`src/rtl/seg_scan_driver.sv`:
```
// Multiplexed seven-segment driver. It holds a snapshot of an N-digit BCD
// bus and its decimal points, then drives one digit at a time onto a shared
// segment bus. It adds dead-time between digits, leading-zero blanking, a dash
// for non-decimal codes, and a pulse at the end of each frame.
// Every output is registered, so each output lags the scan counters by one cycle.
module seg_scan_driver #(
  parameter int N_DIGITS       = 4,
  parameter int SCAN_DIV       = 4,
  parameter int SEG_ACTIVE_LOW = 1,
  parameter int BLANK_LZ       = 1
) (
  input  logic                        clk,
  input  logic                        rstn,
  input  logic                        load,
  input  logic [4*N_DIGITS-1:0]       bcd_in,
  input  logic [N_DIGITS-1:0]         dp_in,
  output logic [6:0]                  seg,
  output logic                        dp,
  output logic [N_DIGITS-1:0]         an_n,
  output logic [$clog2(N_DIGITS)-1:0] digit_idx,
  output logic                        frame_done
);

  localparam int IW = $clog2(N_DIGITS);
  localparam int PW = $clog2(SCAN_DIV);
  localparam logic [6:0] SEG_OFF = (SEG_ACTIVE_LOW != 0) ? 7'h7F : 7'h00;
  localparam logic       DP_OFF  = (SEG_ACTIVE_LOW != 0);
  localparam logic [PW-1:0] P_LAST = PW'(SCAN_DIV - 1);
  localparam logic [IW-1:0] I_LAST = IW'(N_DIGITS - 1);

  logic [4*N_DIGITS-1:0] snap_bcd;
  logic [N_DIGITS-1:0]   snap_dp;
  logic [PW-1:0]         p;
  logic [IW-1:0]         i;

  logic [3:0]          cur_code;
  logic                blank;
  logic [6:0]          seg_on;
  logic [6:0]          seg_nxt;
  logic                dp_nxt;
  logic [N_DIGITS-1:0] an_nxt;

  function automatic logic [6:0] decode(input logic [3:0] code);
    case (code)
      4'd0:    decode = 7'h3F;
      4'd1:    decode = 7'h06;
      4'd2:    decode = 7'h5B;
      4'd3:    decode = 7'h4F;
      4'd4:    decode = 7'h66;
      4'd5:    decode = 7'h6D;
      4'd6:    decode = 7'h7D;
      4'd7:    decode = 7'h07;
      4'd8:    decode = 7'h7F;
      4'd9:    decode = 7'h6F;
      default: decode = 7'h40;
    endcase
  endfunction

  // Select the current digit. Blank it if it and every digit above it are zero.
  // A non-decimal code counts as non-zero here.
  always_comb begin
    logic all_zero;
    cur_code = snap_bcd[int'(i)*4 +: 4];
    all_zero = 1'b1;
    blank    = 1'b0;
    for (int k = N_DIGITS - 1; k >= 0; k--) begin
      all_zero = all_zero & (snap_bcd[4*k +: 4] == 4'd0);
      if ((k == int'(i)) && (k != 0)) blank = all_zero & (BLANK_LZ != 0);
    end
    seg_on  = blank ? 7'h00 : decode(cur_code);
    seg_nxt = (SEG_ACTIVE_LOW != 0) ? ~seg_on : seg_on;
    dp_nxt  = (SEG_ACTIVE_LOW != 0) ? ~snap_dp[i] : snap_dp[i];
    an_nxt  = (p == '0) ? '1 : ~({{(N_DIGITS-1){1'b0}}, 1'b1} << i);
  end

  // Snapshot register. A load may happen at any time and never disturbs the scan.
  always_ff @(posedge clk) begin
    if (!rstn) begin
      snap_bcd <= '0;
      snap_dp  <= '0;
    end else if (load) begin
      snap_bcd <= bcd_in;
      snap_dp  <= dp_in;
    end
  end

  // Dwell prescaler and digit index.
  always_ff @(posedge clk) begin
    if (!rstn) begin
      p <= '0;
      i <= '0;
    end else if (p == P_LAST) begin
      p <= '0;
      i <= (i == I_LAST) ? '0 : i + 1'b1;
    end else begin
      p <= p + 1'b1;
    end
  end

  // Registered outputs, driven from the counter values and snapshot of the previous cycle.
  always_ff @(posedge clk) begin
    if (!rstn) begin
      seg        <= SEG_OFF;
      dp         <= DP_OFF;
      an_n       <= '1;
      digit_idx  <= '0;
      frame_done <= 1'b0;
    end else begin
      seg        <= seg_nxt;
      dp         <= dp_nxt;
      an_n       <= an_nxt;
      digit_idx  <= i;
      frame_done <= (i == I_LAST) && (p == P_LAST);
    end
  end

endmodule

```
`config.mk`:
```
export PLATFORM = sky130hd
export DESIGN_NAME = seg_scan_driver
export DESIGN_NICKNAME = d
export VERILOG_FILES = /design/src/rtl/seg_scan_driver.sv
export SDC_FILE = /design/constraint.sdc
export NUM_CORES = 1
export LEC_CHECK = 0
export CORE_ASPECT_RATIO = 0.6
export CORE_MARGIN = 5
export CORE_UTILIZATION = 49
export DETAILED_ROUTE_END_ITERATION = 6
export PLACE_DENSITY = 0.78
export SYNTH_ARGS = -nofsm -noshare
export SYNTH_HDL_FRONTEND = slang
export SYNTH_SLANG_ARGS = --single-unit
```
`constraint.sdc`:
```
create_clock -name clk -period 2 [get_ports clk]
set_input_delay 0.2 -clock clk [delete_from_list [all_inputs] [get_ports clk]]
set_output_delay 0.2 -clock clk [all_outputs]
set_load 0.05 [all_outputs]
```
==> out/summary.txt, run 1 <==
Initial antenna violation count = 0
Hold Path End = p[0]$_SDFF_PP0_
Slew at the pin closest to its max-slew limit = 0.500 ns
Vias in the first global route = 1237
Pre-Repair DR Iteration Count = 4
CP Capture Type = flop
Number of instances resized during post-cts repair = 0
Area added between synthesis and finish = 30.2%
Hold Path Cell Cnt = 1
Die outline width = 86.2 um
#FFs+latches synth = 39
Die height = 55.7 um
Area used by multi-input combinational logic = 870 um2
Initial standard-cell utilization of the core = 0.517
End of the worst register-to-register path = seg[2]$_SDFF_PN1_
Area of the core = 3300 um2
DRC violation count after routing = 0
Max Fanout on Critical Path = 5
First-iteration detailed-routing DRC count = 51
Clock tree from TritonCTS = done
Count of non-filler cells in the finished layout = 241
Total via count after detailed routing = 1190
Number of synthesized flops with an enable pin = 0
Half-perimeter wire length of the detailed placement result = 2660 um
Routed wire length per instance = 14.4 um
Leak Pwr = 0.921 nW
Final Hold Vio Count = 0
Power density over the cells = 801 nW/um2
Mean post-synth cell area = 11.0 um2
Number of primary I/O pins = 38
Share of cells above drive strength 1 = 0.0918
Reg-to-reg critical path startpoint = i[0]$_SDFFE_PN0N_
Hold buffers post-CTS = 0
Number of placed cells counting well taps = 233
Largest cells by area after synthesis = dfxtp_1, mux2i_1, nor2b_1
Aggregate routed wire length = 3460 um
Proportion of power drawn by the clock network = 0.318
Antenna Diode Count = 0
Syn Std Cell Area = 1710 um2
Final Cycle Share = 0.936
WP data arrival = 2.10 ns
Hold WC Path Type = flop to flop
Die area = 4800 um2
Fraction of the yosys area taken by sequential cells = 0.457
Routed via count divided by cell count = 4.94
Final period demand of the worst path = 1.87 ns
Buffers inserted by post-CTS timing repair = 0
Number of H-tree levels = 2
Critical Path Source Type = flop
Run status = finished, final reports clean
Clk_lat worst skew = 0.29 ns
Std cell rows = 16
Net Sw Frac = 0.264
Area share of the largest cell type after synthesis = 0.457
Largest area contributor in the netlist = dfxtp_1
Worst relative slew slack = 0.666
Number of nets in the final layout = 229
Gpl congestion = 0.887
RSZ-0062 raised after global routing = false
Num Clock Sinks = 39
Synthesis Warnings = 0
Combined global-route utilization of all metal layers = 0.155
Worst-case clock buffer depth = 2
Maximum clock rate = 534 MHz
Worst VDD drop = 0.405 mV
Final Setup Violations = 0
Fin. max-slew vios = 0
Net count after synthesis = 189
Pin count of the biggest net entering global routing = 21
Post-synth ARST share = 0
Clock root buffer = clkbuf_8
Required time at the endpoint of the critical path = 2.23 ns
Number of CTS-inserted buffers = 5
Total internal power = 1.31 mW
Number of max-capacitance violations reported = 0
Worst Hold Launch = p[0]$_SDFF_PP0_
Clock-pin slew on the worst setup and hold paths = 0.07 ns
Net switching power = 0.470 mW
Number of buffer cells added on primary ports = 37
Total negative slack = 0 ns
Share of total power in sequential cells = 0.483
Total overflow reported by the global router = 0
Synth Flop Type = dfxtp_1
Depth of the most critical reg-to-reg path = 6
Library cells used by synthesis = 28
Worst clock skew on the final layout = 0.00471 ns
Part of the total power dissipated in combinational logic = 0.199
Synthesized netlist cell count = 155
Fill cell count = 269
Global-route wire length before repair = 5780 um
Area taken by flip-flops and latches = 781 um2
Register-to-Register Setup Slack = 0.13 ns
Core utilization of the finished layout = 0.673
Critical path start-end classification = flop to flop
Number of antenna-violating nets in the routed design = 0
==> how the worst max path moves through the flow <==
stage | start | endpoint | slack [ns] | cells past startpoint
floorplan | i[0]$_SDFFE_PN0N_ | seg[3]$_SDFF_PN1_ | 0.29 | 6
global placement | i[0]$_SDFFE_PN0N_ | seg[3]$_SDFF_PN1_ | 0.27 | 5
detailed placement | i[0]$_SDFFE_PN0N_ | seg[2]$_SDFF_PN1_ | 0.16 | 6
CTS | i[0]$_SDFFE_PN0N_ | seg[2]$_SDFF_PN1_ | 0.13 | 6
global route | i[0]$_SDFFE_PN0N_ | seg[5]$_SDFF_PN1_ | 0.04 | 7
finish | i[0]$_SDFFE_PN0N_ | seg[2]$_SDFF_PN1_ | 0.13 | 6
==> sequential cells by signal, indices dropped and copies added (netlist names) <==
register and count:
dp 1, p 2, frame_done 1, seg 7, an_n 4, snap_dp 4
snap_bcd 16, digit_idx 2, i 2
==> cell type report <==
| type | count | area share |
|---|---|---|
| Tap cell | 45 | 0.0253 |
| Timing Repair Buffer | 40 | 0.177 |
| Inverter | 6 | 0.0101 |
| Sequential cell | 39 | 0.351 |
| Multi-Input combinational cell | 103 | 0.391 |
| Clock buffer | 8 | 0.0450 |
==> per-stage QoR <==
| step | area, um2 | setup slack, ns | hold WS [ns] | power, mW |
|---|---|---|---|---|
| after global routing | 2220 | 0.0357 | 0.497 | 1.86 |
| after CTS | 2220 | 0.126 | 0.469 | 1.79 |
| after global placement | 2120 | 0.266 | 0.435 | 1.22 |
| after floorplan | 1710 | 0.293 | 0.369 | 1.10 |
| after detailed placement | 2120 | 0.155 | 0.464 | 1.23 |
| final | 2220 | 0.129 | 0.462 | 1.78 |
==> routing by layer <==
metal / wire length (um) / global-route usage / up-vias
li1: - / - / 602
met1: 1560 / 0.181 / 545
met2: 1610 / 0.251 / 33
met3: 210 / 0.0577 / 10
met4: 81 / 0.0733 / 0
met5: 0 / 0 / -
==> worst max-delay path: stages, from the launching register on <==
cell and delay (ns):
dfxtp_1 0.48, mux4_2 0.60, inv_1 0.13, ha_1 0.19
nand2b_1 0.08, mux2_2 0.26, nand2_1 0.08
==> layout by cell type (no fill, tap or decap), types with 3 or more instances in the layout <==
cell type and instances:
buf_4 3, clkbuf_8 7, clkdlybuf4s50_1 37, dfxtp_1 39, ha_1 11, inv_1 6, mux2i_1 23, mux4_2 4
nand2_1 10, nor2_1 5, nor2b_1 24, o21ai_1 4
==> cells in the mapped netlist, drive strengths merged, types with 2 or more instances <==
library cell	instances
dfxtp	39
nor2b	24
mux2i	23
ha	11
nand2	10
clkbuf	6
inv	6
mux4	5
nor2	5
o21ai	4
a21oi	3
and2	3
nand2b	3
nor4	2
o21a	2
==> logic make-up (layout without fill, tap and decap cells) <==
group,after synthesis,count (layout),synth area share
adder cells (fa/ha/maj),11,11,0.0806
AO/OA/AOI/OAI,12,12,0.0469
flip-flops,39,39,0.457
buffers and inverters,13,54,0.0330
multiplexers,29,29,0.210
AND/OR/NAND/NOR,51,51,0.172
==> power by group through the flow <==
stage | Combinational [mW] | Sequential (mW) | Clock, mW
floorplan | 0.160 | 0.944 | 0
global placement | 0.343 | 0.875 | 0
detailed placement | 0.353 | 0.878 | 0
CTS | 0.356 | 0.860 | 0.579
global route | 0.379 | 0.867 | 0.613
finish | 0.354 | 0.860 | 0.566
(Power assumes the default switching activity.)
==> run 2: changes to the inputs <==
--- a/config.mk
+++ b/config.mk
@@ -5,8 +5,8 @@
 export SDC_FILE = /design/constraint.sdc
 export NUM_CORES = 1
 export LEC_CHECK = 0
-export CORE_ASPECT_RATIO = 0.6
-export CORE_MARGIN = 5
+export CORE_ASPECT_RATIO = 1.5
+export CORE_MARGIN = 3
 export CORE_UTILIZATION = 49
 export DETAILED_ROUTE_END_ITERATION = 6
 export PLACE_DENSITY = 0.78
==> run 2 against run 1 <==
Maximum frequency grew 0.95%; highest routed layer unchanged; critical path type unchanged; non-clock buffer count is the same; die area is 12% lower.
==> out/summary.txt, run 2 (same netlist as run 1, synthesis figures left out) <==
Area of the core = 3250 um2 (-1.5%)
Number of H-tree levels = 2 (unchanged)
Pin count of the biggest net entering global routing = 21 (unchanged)
Num Clock Sinks = 39 (unchanged)
Fin. max-slew vios = 0 (unchanged)
Die height = 78.3 um (+41%)
Buffers inserted by post-CTS timing repair = 0 (unchanged)
Maximum clock rate = 539 MHz (+0.95%)
Number of CTS-inserted buffers = 5 (unchanged)
Total via count after detailed routing = 1209 (+1.6%)
Total overflow reported by the global router = 0 (unchanged)
Final Setup Violations = 0 (unchanged)
Clock-pin slew on the worst setup and hold paths = 0.08 ns (about the same)
Global-route wire length before repair = 5440 um (-6.0%)
Worst relative slew slack = 0.657 (-0.00896)
Number of primary I/O pins = 38 (unchanged)
Number of antenna-violating nets in the routed design = 0 (unchanged)
Die area = 4240 um2 (-12%)
Proportion of power drawn by the clock network = 0.390 (+0.072)
Part of the total power dissipated in combinational logic = 0.177 (-0.022)
Die outline width = 54.2 um (-37%)
Gpl congestion = 0.789 (-11%)
Largest register by flop count = snap_bcd
Initial standard-cell utilization of the core = 0.525 (+0.00795)
Clock tree from TritonCTS = done
Number of nets in the final layout = 229 (unchanged)
Flip-flop count of the largest register after layout = 16 (unchanged)
Power density over the cells = 880 nW/um2 (+9.9%)
Most common cell after layout, fill and taps aside = dfxtp_1
Stage delay of the slowest cell on the critical path = 0.59 ns (about the same)
Run status = finished, final reports clean
Initial antenna violation count = 0 (unchanged)
Max Fanout on Critical Path = 5 (unchanged)
Final Cycle Share = 0.927 (-0.00876)
Critical Path Source Type = flop
Critical Path Slowest Stage Cell = mux4_2
Core utilization of the finished layout = 0.692 (+0.0196)
Hold buffers post-CTS = 0 (unchanged)
Critical path start-end classification = flop to flop
Std cell rows = 25 (+9)
Hold WC Path Type = flop to flop
Leak Pwr = 0.934 nW (+1.4%)
Worst VDD drop = 0.847 mV (+110%)
Total internal power = 1.49 mW (+14%)
Number of instances resized during post-cts repair = 0 (unchanged)
WP data arrival = 2.09 ns (about the same)
Share of total power in sequential cells = 0.433 (-0.050)
Design Area, Final = 2250 um2 (+1.4%)
Total power = 1.98 mW (+11%)
First-iteration detailed-routing DRC count = 12 (-76%)
Setup slack after placement = 0.167 ns (+0.0120 ns)
Critical Path, Cell by Cell = mux4_2 > inv_1 > ha_1 > nand2b_1 > mux2_2 > nand2_1
Net Sw Frac = 0.247 (-0.0165)
Clock root buffer = clkbuf_8
Combined global-route utilization of all metal layers = 0.177 (+0.0224)
Clk_lat worst skew = 0.30 ns (about the same)
Routed via count divided by cell count = 5.12 (+3.7%)
Pre-Repair DR Iteration Count = 4 (unchanged)
Slew at the pin closest to its max-slew limit = 0.513 ns (+0.0134 ns)
Worst clock skew on the final layout = 0.00666 ns (+0.00195 ns)
Instance area at placement = 2120 um2 (-0.29%)
Number of max-capacitance violations reported = 0 (unchanged)
Antenna Diode Count = 0 (unchanged)
Half-perimeter wire length of the detailed placement result = 2570 um (-3.4%)
Most frequent cells in the layout = dfxtp_1, clkdlybuf4s50_1, nor2b_1
DRC violation count after routing = 0 (unchanged)
Routed wire length per instance = 14.4 um (about the same)
Required time at the endpoint of the critical path = 2.24 ns (about the same)
Aggregate routed wire length = 3390 um (-2.1%)
Largest regs = snap_bcd (16), seg (7)
CP Capture Type = flop
Setup slack after layout = 0.146 ns (+0.0175 ns)
Final period demand of the worst path = 1.85 ns (-0.0175 ns)
Share of cells above drive strength 1 = 0.0969 (+0.00510)
Vias in the first global route = 1234 (-0.24%)
RSZ-0062 raised after global routing = false
Number of buffer cells added on primary ports = 37 (unchanged)
Total negative slack = 0 ns (unchanged)
Net switching power = 0.491 mW (+4.4%)
Area added between synthesis and finish = 32.0%
Final Hold Vio Count = 0 (unchanged)
Worst-case clock buffer depth = 2 (unchanged)
run 2: power by group through the flow:
stage	Clock (mW)	Sequential, mW	Combinational, mW
after floorplan	0	0.944	0.160
after global placement	0	0.876	0.339
after detailed placement	0	0.878	0.350
after CTS	0.787	0.860	0.354
after global routing	0.819	0.865	0.377
final	0.773	0.859	0.350
run 2: per-layer routing:
layer,global-route usage,up-vias,share of wire
met5,0,-,0
met3,0.0550,8,0.045
met1,0.187,570,0.40
met4,0.0948,0,0.024
met2,0.299,31,0.54
li1,-,600,-
run 2: layout make-up:
class | count | area (um2)
Timing Repair Buffer | 40 | 393
Tap cell | 40 | 50.0
Inverter | 6 | 22.5
Multi-Input combinational cell | 103 | 870
Clock buffer | 5 | 68.8
Sequential cell | 39 | 781
Clock inverter | 3 | 67.6
Fill cell | 262 | 1000
run 2: final timing paths:
path,slack [ns],start,to,cells after the start
min,0.45,p[0]$_SDFF_PP0_,p[0]$_SDFF_PP0_,1
max,0.15,i[0]$_SDFFE_PN0N_,seg[2]$_SDFF_PN1_,6
max reg2reg,0.15,i[0]$_SDFFE_PN0N_,seg[2]$_SDFF_PN1_,6
min reg2reg,0.45,p[0]$_SDFF_PP0_,p[0]$_SDFF_PP0_,1
run 2: stage by stage:
stage / hold WS (ns) / cells
3_5_place_dp: 0.445 / 228
5_1_grt: 0.498 / 236
3_3_place_gp: 0.434 / 228
4_1_cts: 0.459 / 236
6_report: 0.455 / 236
2_1_floorplan: 0.369 / 155
run 2: worst max-delay path, delay by kind of cell, from the launching register on:
kind | cells | cell delay (ns)
fa+ha+maj | 1 | 0.19
buf+inv | 1 | 0.15
mux | 2 | 0.85
flops | 1 | 0.48
simple gates | 2 | 0.13
==> run 3: changes to the inputs <==
--- a/config.mk
+++ b/config.mk
@@ -7,9 +7,10 @@
 export LEC_CHECK = 0
 export CORE_ASPECT_RATIO = 1.5
 export CORE_MARGIN = 3
-export CORE_UTILIZATION = 49
+export CORE_UTILIZATION = 53
 export DETAILED_ROUTE_END_ITERATION = 6
-export PLACE_DENSITY = 0.78
+export PLACE_DENSITY = 0.83
+export SLEW_MARGIN = 20
 export SYNTH_ARGS = -nofsm -noshare
 export SYNTH_HDL_FRONTEND = slang
 export SYNTH_SLANG_ARGS = --single-unit
==> constraint.sdc (replaced) <==
create_clock -name clk -period 2.2 [get_ports clk]
set_input_delay 0.22 -clock clk [delete_from_list [all_inputs] [get_ports clk]]
set_output_delay 0.22 -clock clk [all_outputs]
set_load 0.05 [all_outputs]
==> run 3 against run 2 <==
Clock skew fell by 0.0011 ns; cell area is 2.2% lower; register-to-register slack better by 0.22 ns; final cell count fell by 0.85%; worst hold slack improved by 0.017 ns; sequential power shrank 9.0%; die area shrank 6.9%; critical path depth fell by 1; sequential share of layout area increased by 0.79 points; clock-buffer cell count rose by 1; largest cell class unchanged.
==> out/summary.txt, run 3 (same netlist as run 1, synthesis figures left out) <==
Run status = finished, final reports clean
Largest register by flop count = snap_bcd
Routed wire length per instance = 13.5 um (-5.7%)
Worst Hold Margin = 0.471 ns (+0.0165 ns)
Area added between synthesis and finish = 29.0%
Worst VDD drop = 0.732 mV (-14%)
Gpl congestion = 0.830 (+5.1%)
Instance area at placement = 2110 um2 (about the same)
RSZ-0062 raised after global routing = false
Combined global-route utilization of all metal layers = 0.189 (+0.0111)
Leak Pwr = 0.917 nW (-1.9%)
Critical Path Source Type = flop
Routed via count divided by cell count = 5.12 (about the same)
Number of max-capacitance violations reported = 0 (unchanged)
Std cell rows = 24 (-4.0%)
Total via count after detailed routing = 1199 (-0.83%)
Initial antenna violation count = 0 (unchanged)
Pre-Repair DR Iteration Count = 4 (unchanged)
Max Fanout on Critical Path = 5 (unchanged)
Depth of the most critical reg-to-reg path = 5 (-1)
Worst relative slew slack = 0.656 (-0.00113)
Die height = 75.5 um (-3.6%)
Power density over the cells = 716 nW/um2 (-19%)
Most common cell after layout, fill and taps aside = dfxtp_1
Clock-pin slew on the worst setup and hold paths = 0.07 ns (about the same)
Initial standard-cell utilization of the core = 0.568 (+0.0437)
DRC violation count after routing = 0 (unchanged)
Hold buffers post-CTS = 0 (unchanged)
Maximum clock rate = 545 MHz (+1.0%)
CP Capture Type = flop
Design Area, Final = 2200 um2 (-2.2%)
Share of cells above drive strength 1 = 0.0923 (-0.00463)
Die area = 3950 um2 (-6.9%)
Final Cycle Share = 0.834 (-0.0926)
Worst-case clock buffer depth = 2 (unchanged)
Number of antenna-violating nets in the routed design = 0 (unchanged)
End of the worst register-to-register path = seg[3]$_SDFF_PN1_
Clk_lat worst skew = 0.29 ns (about the same)
Reg-to-reg critical path startpoint = i[0]$_SDFFE_PN0N_
Final Hold Vio Count = 0 (unchanged)
Register-to-Register Setup Slack = 0.36 ns (+0.22 ns)
Num Clock Sinks = 39 (unchanged)
Number of H-tree levels = 2 (unchanged)
Number of primary I/O pins = 38 (unchanged)
Total negative slack = 0 ns (unchanged)
Global-route wire length before repair = 5310 um (-2.3%)
Buffers inserted by post-CTS timing repair = 0 (unchanged)
First-iteration detailed-routing DRC count = 24 (+12)
Worst Hold Launch = p[0]$_SDFF_PP0_
Final period demand of the worst path = 1.84 ns (-0.0183 ns)
Hold WC Path Type = flop to flop
Hold Path Cell Cnt = 1 (unchanged)
Number of nets in the final layout = 229 (unchanged)
Clock root buffer = clkbuf_8
Slew at the pin closest to its max-slew limit = 0.515 ns (+0.00168 ns)
Number of CTS-inserted buffers = 5 (unchanged)
Vias in the first global route = 1156 (-6.3%)
Pin count of the biggest net entering global routing = 21 (unchanged)
Worst clock skew on the final layout = 0.00553 ns (-0.00113 ns)
Die outline width = 52.3 um (-3.4%)
Fin. max-slew vios = 0 (unchanged)
WP data arrival = 2.07 ns (-0.02 ns)
Most frequent cells in the layout = dfxtp_1, clkdlybuf4s50_1, nor2b_1
Total overflow reported by the global router = 0 (unchanged)
Number of instances resized during post-cts repair = 0 (unchanged)
Critical path start-end classification = flop to flop
Flip-flop count of the largest register after layout = 16 (unchanged)
Final Setup Violations = 0 (unchanged)
Clock tree from TritonCTS = done
Number of buffer cells added on primary ports = 37 (unchanged)
Largest regs = snap_bcd (16), seg (7)
Antenna Diode Count = 0 (unchanged)
Area of the core = 3000 um2 (-7.7%)
Required time at the endpoint of the critical path = 2.44 ns (+0.20 ns)
Half-perimeter wire length of the detailed placement result = 2480 um (-3.5%)
Hold Path End = p[0]$_SDFF_PP0_
Aggregate routed wire length = 3170 um (-6.5%)
-- run 3: changes by cell type in the layout (fill, tap and decap cells not counted), sizes merged --
cell	change
bufinv	-2
clkbuf	+1
clkinv	+1
clkinvlp	-1
-- run 3: per-layer routing --
metal  vias to the layer above  share of wire  GRT usage
met4                         0          0.022     0.0938
li1                        602              -          -
met2                        30           0.54      0.326
met5                         -              0          0
met3                         7          0.049     0.0724
met1                       560           0.39      0.197
-- run 3: layout make-up --
type / count / area, um2
clock buffers: 6 / 82.6
well taps: 39 / 48.8
multi-input cells: 103 / 870
inverters: 6 / 22.5
clock inverters: 1 / 5.00
flip-flops and latches: 39 / 781
fillers: 237 / 801
repair buffers: 40 / 393
-- run 3: worst max-delay path, cell delays in order, from the launching register on --
cell and delay [ns]:
dfxtp_1 0.48, mux4_2 0.61, inv_1 0.14, ha_1 0.27, a22o_1 0.23, nand2_1 0.06
-- run 3: power by group --
part           internal, mW  switching, mW  leakage, nW
combinational         0.151          0.167        0.548
clock                 0.245          0.231       0.0470
sequential            0.754         0.0280        0.322
-- run 3: how the worst max path moves through the flow --
stage | startpoint | endpoint
global route | i[0]$_SDFFE_PN0N_ | seg[4]$_SDFF_PN1_
global placement | i[0]$_SDFFE_PN0N_ | seg[2]$_SDFF_PN1_
finish | i[0]$_SDFFE_PN0N_ | seg[3]$_SDFF_PN1_
floorplan | i[0]$_SDFFE_PN0N_ | seg[3]$_SDFF_PN1_
detailed placement | i[0]$_SDFFE_PN0N_ | seg[3]$_SDFF_PN1_
CTS | i[0]$_SDFFE_PN0N_ | seg[3]$_SDFF_PN1_
-- run 3: stage by stage --
| step | power (mW) | utilization | setup slack [ns] | instances |
|---|---|---|---|---|
| global route | 1.65 | 0.733 | 0.242 | 234 |
| detailed placement | 1.12 | 0.704 | 0.389 | 227 |
| global placement | 1.10 | 0.704 | 0.470 | 227 |
| floorplan | 1.00 | - | 0.493 | 155 |
| CTS | 1.59 | 0.733 | 0.359 | 234 |
| finish | 1.58 | 0.733 | 0.365 | 234 |
